**config.mk**
```make
export PLATFORM = sky130hd
export DESIGN_NAME = filter_peak_detector
export DESIGN_NICKNAME = d
export VERILOG_FILES = /design/src/rtl/filter_peak_detector_pkg.sv /design/src/rtl/filter_peak_detector_fifo.sv /design/src/rtl/filter_peak_detector.sv
export SDC_FILE = /design/constraint.sdc
export NUM_CORES = 1
export LEC_CHECK = 0
export ABC_AREA = 1
export BUFFER_PORTS_ARGS = -buffer_cell sky130_fd_sc_hd__buf_2
export CAP_MARGIN = 25
export CORE_MARGIN = 8
export CORE_UTILIZATION = 36
export CTS_CLUSTER_DIAMETER = 40
export CTS_CLUSTER_SIZE = 14
export DETAILED_ROUTE_END_ITERATION = 8
export MAX_ROUTING_LAYER = met4
export PLACE_DENSITY_LB_ADDON = 0.3
export SETUP_SLACK_MARGIN = 0.4
export SLEW_MARGIN = 25
export SYNTH_ARGS = -nofsm -noshare
export SYNTH_HDL_FRONTEND = slang
export SYNTH_HIERARCHICAL = 1
export SYNTH_SLANG_ARGS = --single-unit
```
**constraint.sdc**
```tcl
create_clock -name clk -period 2.4 [get_ports clk]
set_input_delay 0.12 -clock clk [delete_from_list [all_inputs] [get_ports clk]]
set_output_delay 0.12 -clock clk [all_outputs]
set_load 0.02 [all_outputs]
```
**src/rtl/filter_peak_detector_pkg.sv**
```systemverilog
// Shared settings and types for the filter peak detector.
// Latency: n/a (types and constants only).
// Backpressure: n/a.
package filter_peak_detector_pkg;

    // Filter front-end settings
    localparam int SIZE_FILTER_DATA  = 16;
    localparam int SIZE_TEST_COUNTER = 16;
    localparam int SIZE_DELAY        = 7;
    localparam int DELAY_DATA        = 14;

    // One detected pulse: peak amplitude, timestamp of first peak sample, width
    typedef struct packed {
        logic signed [SIZE_FILTER_DATA-1:0]  amp;
        logic        [SIZE_TEST_COUNTER-1:0] tstamp;
        logic        [SIZE_DELAY-1:0]        width;
    } peak_event_t;

    typedef enum logic [1:0] {
        IDLE  = 2'd0,
        ABOVE = 2'd1,
        HOLD  = 2'd2
    } fsm_state_t;

endpackage

```
**src/rtl/filter_peak_detector_fifo.sv**
```systemverilog
// Show-ahead FIFO of peak events with full/empty flags.
// Latency: a push is visible at head_o the cycle after the write edge.
// Backpressure: push while full is ignored unless a pop happens in the same cycle.
module peak_event_fifo
    import filter_peak_detector_pkg::*;
#(
    parameter type T  = peak_event_t,
    parameter int  AW = 2
) (
    input  logic clk,
    input  logic reset_n,
    input  logic push_i,
    input  T     push_dat_i,
    input  logic pop_i,
    output T     head_o,
    output logic full_o,
    output logic empty_o
);
    localparam int DEPTH = 1 << AW;

    T              mem_q [DEPTH];
    logic [AW-1:0] wr_q;
    logic [AW-1:0] rd_q;
    logic [AW:0]   cnt_q;
    logic          do_push;
    logic          do_pop;

    // Occupancy reaches DEPTH exactly when the extra count bit is set
    assign empty_o = (cnt_q == '0);
    assign full_o  = cnt_q[AW];
    assign do_pop  = pop_i && !empty_o;
    assign do_push = push_i && (!full_o || do_pop);
    assign head_o  = mem_q[rd_q];

    // Storage, pointers and occupancy; storage is cleared so outputs read zero after reset
    always_ff @(posedge clk or negedge reset_n) begin
        if (!reset_n) begin
            for (int i = 0; i < DEPTH; i++) mem_q[i] <= '0;
            wr_q  <= '0;
            rd_q  <= '0;
            cnt_q <= '0;
        end else begin
            if (do_push) begin
                mem_q[wr_q] <= push_dat_i;
                wr_q        <= wr_q + 1'b1;
            end
            if (do_pop) rd_q <= rd_q + 1'b1;
            case ({do_push, do_pop})
                2'b10:   cnt_q <= cnt_q + 1'b1;
                2'b01:   cnt_q <= cnt_q - 1'b1;
                default: cnt_q <= cnt_q;
            endcase
        end
    end

endmodule

```
**src/rtl/filter_peak_detector.sv**
```systemverilog
// Threshold pulse detector: measures peak amplitude, peak timestamp and width per pulse.
// Latency: event enters the FIFO one edge after the falling sample; out_valid the edge after.
// Backpressure: 4-deep result FIFO; events arriving while it is full are dropped and flagged.
module filter_peak_detector
    import filter_peak_detector_pkg::*;
#(
    parameter int DATA_W  = SIZE_FILTER_DATA,
    parameter int TS_W    = SIZE_TEST_COUNTER,
    parameter int WIDTH_W = SIZE_DELAY,
    parameter int HOLDOFF = DELAY_DATA,
    parameter int FIFO_AW = 2
) (
    input  logic                      clk,
    input  logic                      reset_n,
    input  logic                      enable,
    input  logic signed [DATA_W-1:0]  threshold,
    input  logic                      filt_valid,
    input  logic signed [DATA_W-1:0]  filt_data,
    output logic                      out_valid,
    input  logic                      out_ready,
    output logic signed [DATA_W-1:0]  out_amp,
    output logic        [TS_W-1:0]    out_time,
    output logic        [WIDTH_W-1:0] out_width,
    output logic                      overflow,
    output logic                      busy
);
    localparam int HW = (HOLDOFF > 1) ? $clog2(HOLDOFF + 1) : 1;
    localparam logic [WIDTH_W-1:0] WIDTH_MAX = '1;

    typedef struct packed {
        logic signed [DATA_W-1:0]  amp;
        logic        [TS_W-1:0]    tstamp;
        logic        [WIDTH_W-1:0] width;
    } event_t;

    fsm_state_t               state_q;
    logic        [TS_W-1:0]   ts_q;
    logic signed [DATA_W-1:0] amp_q;
    logic        [TS_W-1:0]   time_q;
    logic        [WIDTH_W-1:0] width_q;
    logic        [HW-1:0]     hold_q;
    logic                     push_q;
    logic                     busy_q;
    logic                     overflow_q;

    logic   above;
    logic   pop;
    logic   fifo_full;
    logic   fifo_empty;
    event_t push_dat;
    event_t head;

    assign above     = filt_data > threshold;
    assign out_valid = !fifo_empty;
    assign pop       = out_valid && out_ready;
    assign push_dat  = '{amp: amp_q, tstamp: time_q, width: width_q};

    // Sample timestamp advances on every valid sample regardless of enable
    always_ff @(posedge clk or negedge reset_n) begin
        if (!reset_n) ts_q <= '0;
        else if (filt_valid) ts_q <= ts_q + 1'b1;
    end

    // Pulse tracker; the captured event stays in amp_q/time_q/width_q through the write edge
    always_ff @(posedge clk or negedge reset_n) begin
        if (!reset_n) begin
            state_q <= IDLE;
            amp_q   <= '0;
            time_q  <= '0;
            width_q <= '0;
            hold_q  <= '0;
            push_q  <= 1'b0;
            busy_q  <= 1'b0;
        end else begin
            push_q <= 1'b0;
            if (!enable) begin
                state_q <= IDLE;
                busy_q  <= 1'b0;
            end else begin
                case (state_q)
                    IDLE: begin
                        if (filt_valid && above) begin
                            amp_q   <= filt_data;
                            time_q  <= ts_q;
                            width_q <= WIDTH_W'(1);
                            state_q <= ABOVE;
                            busy_q  <= 1'b1;
                        end
                    end
                    ABOVE: begin
                        if (filt_valid) begin
                            if (above) begin
                                if (width_q != WIDTH_MAX) width_q <= width_q + 1'b1;
                                // Strict compare: an equal later peak keeps the earlier timestamp
                                if (filt_data > amp_q) begin
                                    amp_q  <= filt_data;
                                    time_q <= ts_q;
                                end
                            end else begin
                                push_q  <= 1'b1;
                                hold_q  <= HW'(HOLDOFF);
                                state_q <= HOLD;
                            end
                        end
                    end
                    HOLD: begin
                        // Counter reaching zero on this edge releases the detector
                        if (hold_q <= HW'(1)) begin
                            hold_q  <= '0;
                            state_q <= IDLE;
                            busy_q  <= 1'b0;
                        end else begin
                            hold_q <= hold_q - 1'b1;
                        end
                    end
                    default: begin
                        state_q <= IDLE;
                        busy_q  <= 1'b0;
                    end
                endcase
            end
        end
    end

    // Sticky drop flag: a push into a full FIFO with no simultaneous pop is lost
    always_ff @(posedge clk or negedge reset_n) begin
        if (!reset_n) overflow_q <= 1'b0;
        else if (push_q && fifo_full && !pop) overflow_q <= 1'b1;
    end

    peak_event_fifo #(
        .T  (event_t),
        .AW (FIFO_AW)
    ) u_fifo (
        .clk        (clk),
        .reset_n    (reset_n),
        .push_i     (push_q),
        .push_dat_i (push_dat),
        .pop_i      (pop),
        .head_o     (head),
        .full_o     (fifo_full),
        .empty_o    (fifo_empty)
    );

    assign out_amp   = head.amp;
    assign out_time  = head.tstamp;
    assign out_width = head.width;
    assign overflow  = overflow_q;
    assign busy      = busy_q;

endmodule

```
==> results.cfg, run 1 <==
[sta]
worst_slew_pin_slew_ns = 0.9249
max_freq_mhz = 484.8
period_share = 0.8595
fin_skew_ns = 0.02514
period_minus_slack_ns = 2.063
setup_viol = 0
hold_viol = 0
setup_tns_ns = 0
slew_viol_final = 0
slew_headroom = 0.3834
rsz0062_at_grt = yes
setup_ws_ns = 0.3372

[placement]
post-place-ws_ns = 0.2504
place_inst = 1990
finalWeightedCongestion = 0.8270
portBuffers = 78
dp_hpwl_um = 20590
placed_area_um2 = 13040

[cells_and_area]
area_delta_synth_final_pct = 27.02
nets = 1720
drive_gt1_frac = 0.1957
diodes = 0
stdcell_count = 2114
post-route-util = 0.4631
design_area_um2 = 15450

[floorplanning]
die_width_um = 199.8
coreArea_um2 = 33360
die_area_um2 = 39920
rows = 67
start_util = 0.3645
die_h_um = 199.8
io_pins = 79

[pwr]
power_density_nw_per_um2 = 1242
power.share.sequential = 0.288
intPower_w = 0.01129
clkPwrFrac = 0.280
p_sw_w = 0.007890
cellLeakagePower_nw = 8.151
combinationalPowerShare = 0.432
peakVddDrop_mv = 0.4601
swShare = 0.4113

[logic_synthesis]
synth-seq-cells = 227
synth_edf_count = 0
synth_largest_area_cell = dfrtp_1
synth_ff_type = dfrtp_1
synthArstFlopShare = 1.000
netlist.area_leader.share = 0.4670
synth_common_cells = nand2_1 (582), dfrtp_1 (227), nand4_1 (202)
ys_warn_count = 6
synth_area_um2 = 12160
seq_area_frac_synth = 0.4670
synth_nets = 1602
avgSynthCellArea_um2 = 7.986
yosys-top-cells-area = dfrtp_1 (47%), nand2_1 (18%), nand4_1 (10%), o211ai_1 (5.0%), inv_1 (4.9%)
ys_types = 33
synth.most_common_cell = nand2_1
syn_inst = 1523

[cts]
clk_path_buf_depth = 3
cts_root_buf = clkbuf_16
htreeDepth = 2
cts_inserted_buffers = 35
clkLatencyLatePin_ns = 0.50
tritoncts = built
cts_sinks = 227
path_clk_slew_ns = 0.05

[critical_path]
cp_max_fo = 8
worst-setup-path-type = register to register
cp.required_ns = 2.79
cp-end-kind = register
worst_ep_arrival_time_ns = 2.45
ff2ff_path_depth = 15
start_kind = register

[detailed_routing]
route.detailed.drc = 0
ant_nets = 0
detail_route.first_pass.iterations = 7
num_vias = 10940
wl_um = 36610
vias_per_cell = 5.174
drt_iter0_drc = 904
wl_per_cell_um = 17.32

[grt]
grtUsageTotal = 0.1849
antenna_found_initial = 0
grt_pass1_wl_um = 58270
grt_max_degree = 82
grt_pass1_vias = 10770
overflow = 0

[run]
max_cap_viol_count = 0

[worst_hold_path]
hold_depth = 4
hold_path.class = input port to register

[status]
outcome = finished clean
-- critical path, cell delays in order, from the launching register on --
cell	delay, ns
dfrtp_1	0.38
inv_2	0.07
ha_4	0.19
nand2_1	0.05
inv_1	0.05
o21ai_2	0.16
a21oi_1	0.09
nor2_1	0.14
nand2_1	0.07
nand2_1	0.08
nand3_2	0.12
nand2_4	0.10
nand3_4	0.14
clkbuf_16	0.23
nand2_2	0.05
nand2_1	0.04
-- routing by layer --
metal | up-vias | GRT usage | share of wire
met3 | 59 | 0.02096 | 0.047
met2 | 313 | 0.2979 | 0.47
met5 | - | - | 0
met4 | 0 | 0.05014 | 0.020
met1 | 5267 | 0.2453 | 0.46
li1 | 5298 | - | -
-- cells by family (layout without fill, tap and decap cells) --
family                     count (synthesis)  after routing  share of synthesized area
and+or+nand+nor                          854            854                     0.3152
buffers and inverters                    267            410                    0.09495
DFF                                      227            227                     0.4670
AOI/OAI and AO/OA                        115            115                    0.06584
adders and majority gates                 42             42                    0.04382
xor gates and xnor gates                  17             17                    0.01224
muxes                                      1              1                  0.0009258
-- area by class of cell --
cell class | instances | area, um^2
inverter | 159 | 606.8
multi-input combinational | 1029 | 5699
clock buffer | 45 | 1006
timing repair buffer | 188 | 1644
tap | 448 | 560.5
sequential | 227 | 5693
fill | 3286 | 17910
timing repair inverter | 1 | 3.754
clock inverter | 17 | 236.5
-- power groups by stage --
stage	clock, W	combinational (W)	sequential, W
after global placement	0	0.00652	0.00559
after CTS	0.00545	0.00719	0.00554
final	0.00537	0.00828	0.00553
after floorplan	0	0.00451	0.00542
after detailed placement	0	0.00662	0.00563
after global routing	0.00561	0.00910	0.00566
-- registers in the layout, summed over array words and instances (netlist names) --
signal        count
amp_q            16
busy              1
hold_q            4
overflow          1
push_q            1
state_q           2
time_q           16
ts_q             16
u_fifo/cnt_q      3
u_fifo/mem_q    156
u_fifo/rd_q       2
u_fifo/wr_q       2
width_q           7
-- path summary, 6_finish.rpt --
path	start	end	slack (ns)
worst max-delay path	amp_q[9]	amp_q[11]	0.34
worst min-delay path	filt_data[0]	amp_q[0]	0.09
worst max register to register	amp_q[9]	amp_q[11]	0.34
worst min register to register	u_fifo/mem_q[13]	u_fifo/mem_q[13]	0.47
max in group asynchronous	reset_n	amp_q[8]	1.39
min in group asynchronous	reset_n	amp_q[13]	0.16
-- metrics by stage --
stage	total power (W)	hold WS, ns
2_1_floorplan	0.009934	-0.1756
3_3_place_gp	0.01210	0.1054
3_5_place_dp	0.01224	0.1078
4_1_cts	0.01819	0.1671
5_1_grt	0.02037	0.1308
6_report	0.01918	0.08934
-- cells in the final DEF, fill, tap and decap left out, types with 14 or more instances in the layout --
| master | netlist | final |
|---|---|---|
| buf_2 | 59 | 73 |
| nor2_1 | 31 | 29 |
| buf_4 | 11 | 62 |
| inv_1 | 158 | 144 |
| clkbuf_16 | 0 | 44 |
| nand2_1 | 582 | 548 |
| inv_2 | 1 | 14 |
| dlygate4sd3_1 | 0 | 19 |
| nand4_1 | 202 | 202 |
| ha_1 | 41 | 29 |
| nand3_1 | 21 | 17 |
| nand2_2 | 0 | 23 |
| dfrtp_1 | 227 | 219 |
| o211ai_1 | 81 | 81 |
-- repair_timing --
item                                   4_1_cts  5_1_grt
setup endpoints to repair                  135      134
endpoints found under the hold margin       92        0
pin swaps                                    0       29
resized for setup                           21      101
setup buffers                               11       19
cloned                                       4        8
hold buffers                                20        0
No activity file was read; power rests on OpenSTA's default activity.
==> run 2, diff against run 1 <==
--- a/config.mk
+++ b/config.mk
@@ -8,7 +8,7 @@
 export ABC_AREA = 1
 export BUFFER_PORTS_ARGS = -buffer_cell sky130_fd_sc_hd__buf_2
 export CAP_MARGIN = 25
-export CORE_MARGIN = 8
+export CORE_MARGIN = 2
 export CORE_UTILIZATION = 36
 export CTS_CLUSTER_DIAMETER = 40
 export CTS_CLUSTER_SIZE = 14
@@ -19,5 +19,4 @@
 export SLEW_MARGIN = 25
 export SYNTH_ARGS = -nofsm -noshare
 export SYNTH_HDL_FRONTEND = slang
-export SYNTH_HIERARCHICAL = 1
 export SYNTH_SLANG_ARGS = --single-unit
==> run 2 against run 1 <==
Synthesized cell count shrank 18%. Clock skew shrank 0.0022 ns. Register-to-register slack gained 0.04 ns. Critical path depth shrank 1. Design area shrank 11%. Final cell count shrank 16%. Flip-flop and latch count is the same. First-iteration DRC count shrank 39%. Die area shrank 22%. Power shrank 7.4%. Clock-buffer cell count shrank 4. Critical path type unchanged. Critical endpoint is now amp_q[1]. Highest routed layer unchanged.
==> results.cfg, run 2 <==
[logic_synthesis]
yosys-top-cells-area = dfrtp_1 (53%), o21ai_0 (12%), nand2_1 (10%), ha_1 (4.8%), nor2_1 (3.7%)
synth.most_common_cell = nand2_1
synthArstFlopShare = 1.000
synth_common_cells = nand2_1 (295), o21ai_0 (250), dfrtp_1 (227)
avgSynthCellArea_um2 = 8.551
netlist.area_leader.share = 0.5306
synth_largest_area_cell = dfrtp_1
synth_edf_count = 0
ys_warn_count = 0
synth_ff_type = dfrtp_1
seq_area_frac_synth = 0.5306
ys_types = 33
synth_area_um2 = 10710
syn_inst = 1252
synth_nets = 1331
synth-seq-cells = 227

[detailed_routing]
wl_per_cell_um = 16.43
detail_route.first_pass.iterations = 5
wl_um = 29320
drt_iter0_drc = 552
ant_nets = 0
route.detailed.drc = 0
num_vias = 9026
vias_per_cell = 5.057

[grt]
grt_pass1_vias = 8730
grt_max_degree = 79
grt_pass1_wl_um = 45630
antenna_found_initial = 0
grtUsageTotal = 0.1870
overflow = 0

[cells_and_area]
n_fill_cell = 2791
final_cell_mix = nand2_1 (264), o21ai_0 (241), dfrtp_1 (225), nor2_1 (104), inv_1 (74)
post-route-util = 0.4679
nets = 1450
drive_gt1_frac = 0.2014
stdcell_count = 1785
top_register = u_fifo.mem_q
diodes = 0
largest_register_ffs = 156
mostFrequentLayoutCell = nand2_1
area_delta_synth_final_pct = 28.84
design_area_um2 = 13790

[pwr]
power_density_nw_per_um2 = 1288
peakVddDrop_mv = 0.5307
cellLeakagePower_nw = 6.565

[cts]
cts_sinks = 227
clk_path_buf_depth = 3
path_clk_slew_ns = 0.05
tritoncts = built
htreeDepth = 2
cts_inserted_buffers = 34
cts_root_buf = clkbuf_16
clkLatencyLatePin_ns = 0.51

[sta]
fin_skew_ns = 0.02294
max_freq_mhz = 494.1
setup_viol = 0
rsz0062_at_grt = yes
setup_tns_ns = 0
hold_viol = 0
period_share = 0.8433
slew_viol_final = 0
worst_slew_pin_slew_ns = 0.5954
period_minus_slack_ns = 2.024
slew_headroom = 0.6031

[floorplanning]
die_area_um2 = 31130
coreArea_um2 = 29480
die_h_um = 176.4
start_util = 0.3631
io_pins = 79
rows = 63
die_width_um = 176.4

[critical_path]
start_kind = register
reg2reg_to = amp_q[1]
critPathMaxStageDelay_ns = 0.40
path_cells = inv_2 > ha_4 > nand2_1 > inv_1 > nand3_1 > nor2_2 > nand2_1 > nand3_1 > nand3_2 > nand2_4 > nand3_4 > clkbuf_16 > nand2_1 > nand2_1
worst-setup-path-type = register to register
r2r_start = amp_q[10]
slowest_stage = dfrtp_1
cp_max_fo = 8
ff2ff_path_depth = 14
worst_ep_arrival_time_ns = 2.40
cp.required_ns = 2.78
r2r_slack_ns = 0.38
cp-end-kind = register
cpMostUsedCell = nand2_1

[placement]
portBuffers = 78
placed_area_um2 = 11640
place_inst = 1676
dp_hpwl_um = 17260
finalWeightedCongestion = 0.8071

[status]
outcome = finished clean

[run]
max_cap_viol_count = 0

[worst_hold_path]
min_to = state_q[1]
holdCritStartpoint = enable
hold_depth = 3
hold_path.class = input port to register
-- run 2: worst max path at each step --
| stage | start | end | slack (ns) | cells after the start |
|---|---|---|---|---|
| 2_1_floorplan | u_fifo.cnt_q[0] | u_fifo.cnt_q[2] | 0.42 | 11 |
| 3_3_place_gp | filt_data[15] | width_q[2] | 0.15 | 12 |
| 6_report | amp_q[10] | amp_q[1] | 0.38 | 14 |
| 4_1_cts | amp_q[9] | amp_q[14] | 0.38 | 15 |
| 5_1_grt | amp_q[10] | amp_q[1] | 0.18 | 15 |
| 3_5_place_dp | filt_data[15] | width_q[2] | 0.11 | 12 |
-- run 2: metrics by stage --
stage	power (W)	setup WS (ns)	hold WS, ns
finish	0.01777	0.3760	0.03293
global route	0.01890	0.1797	0.05711
CTS	0.01675	0.3788	-0.07981
detailed placement	0.01125	0.1085	0.1347
global placement	0.01116	0.1525	0.1366
floorplan	0.009243	0.4220	-0.1756
-- run 2: critical path, delay by kind of cell (launching register included) --
kind	cells	cell delay, ns
adders and majority gates	1	0.25
buffers and inverters	3	0.36
DFF	1	0.40
and+or+nand+nor	10	0.89
-- run 2: area by class of cell --
class	instances	area [um^2]	share of cell area
sequential	227	5685	0.4122
multi-input combinational	857	4671	0.3386
timing repair buffer	155	1401	0.1016
clock buffer	41	918.4	0.06658
tap	390	488.0	0.03538
inverter	96	375.4	0.02721
clock inverter	19	254.0	0.01841
-- run 2: cells by family after synthesis --
family,share of synthesized area
XOR/XNOR,0.01718
buffers and inverters,0.06241
flip-flops,0.5306
multiplexers,0.001052
adder cells (fa/ha/maj),0.04979
AO/OA/AOI/OAI,0.1532
AND/OR/NAND/NOR,0.1857
-- run 2: where the power goes --
part           leakage [nW]  internal [W]  switching (W)
combinational          2.96       0.00282        0.00424
sequential             3.04       0.00488       0.000747
clock                 0.569       0.00321        0.00188
total                  6.56        0.0109        0.00686
-- run 2: routing by layer --
| layer | part of all wire | wire length (um) | GRT usage |
|---|---|---|---|
| met1 | 0.48 | 14160 | 0.2609 |
| met2 | 0.46 | 13420 | 0.2892 |
| met3 | 0.039 | 1152 | 0.02476 |
| met4 | 0.020 | 592 | 0.04787 |
| met5 | 0 | 0 | - |
-- run 2: timing repair --
action                                  4_1_cts  5_1_grt
gates cloned                                  2        8
pin swaps                                     3       15
gates resized for setup                      26      107
buffers inserted                              1       19
endpoints found under the setup margin       71       67
hold buffers                                 18        1
endpoints found under the hold margin        87        1
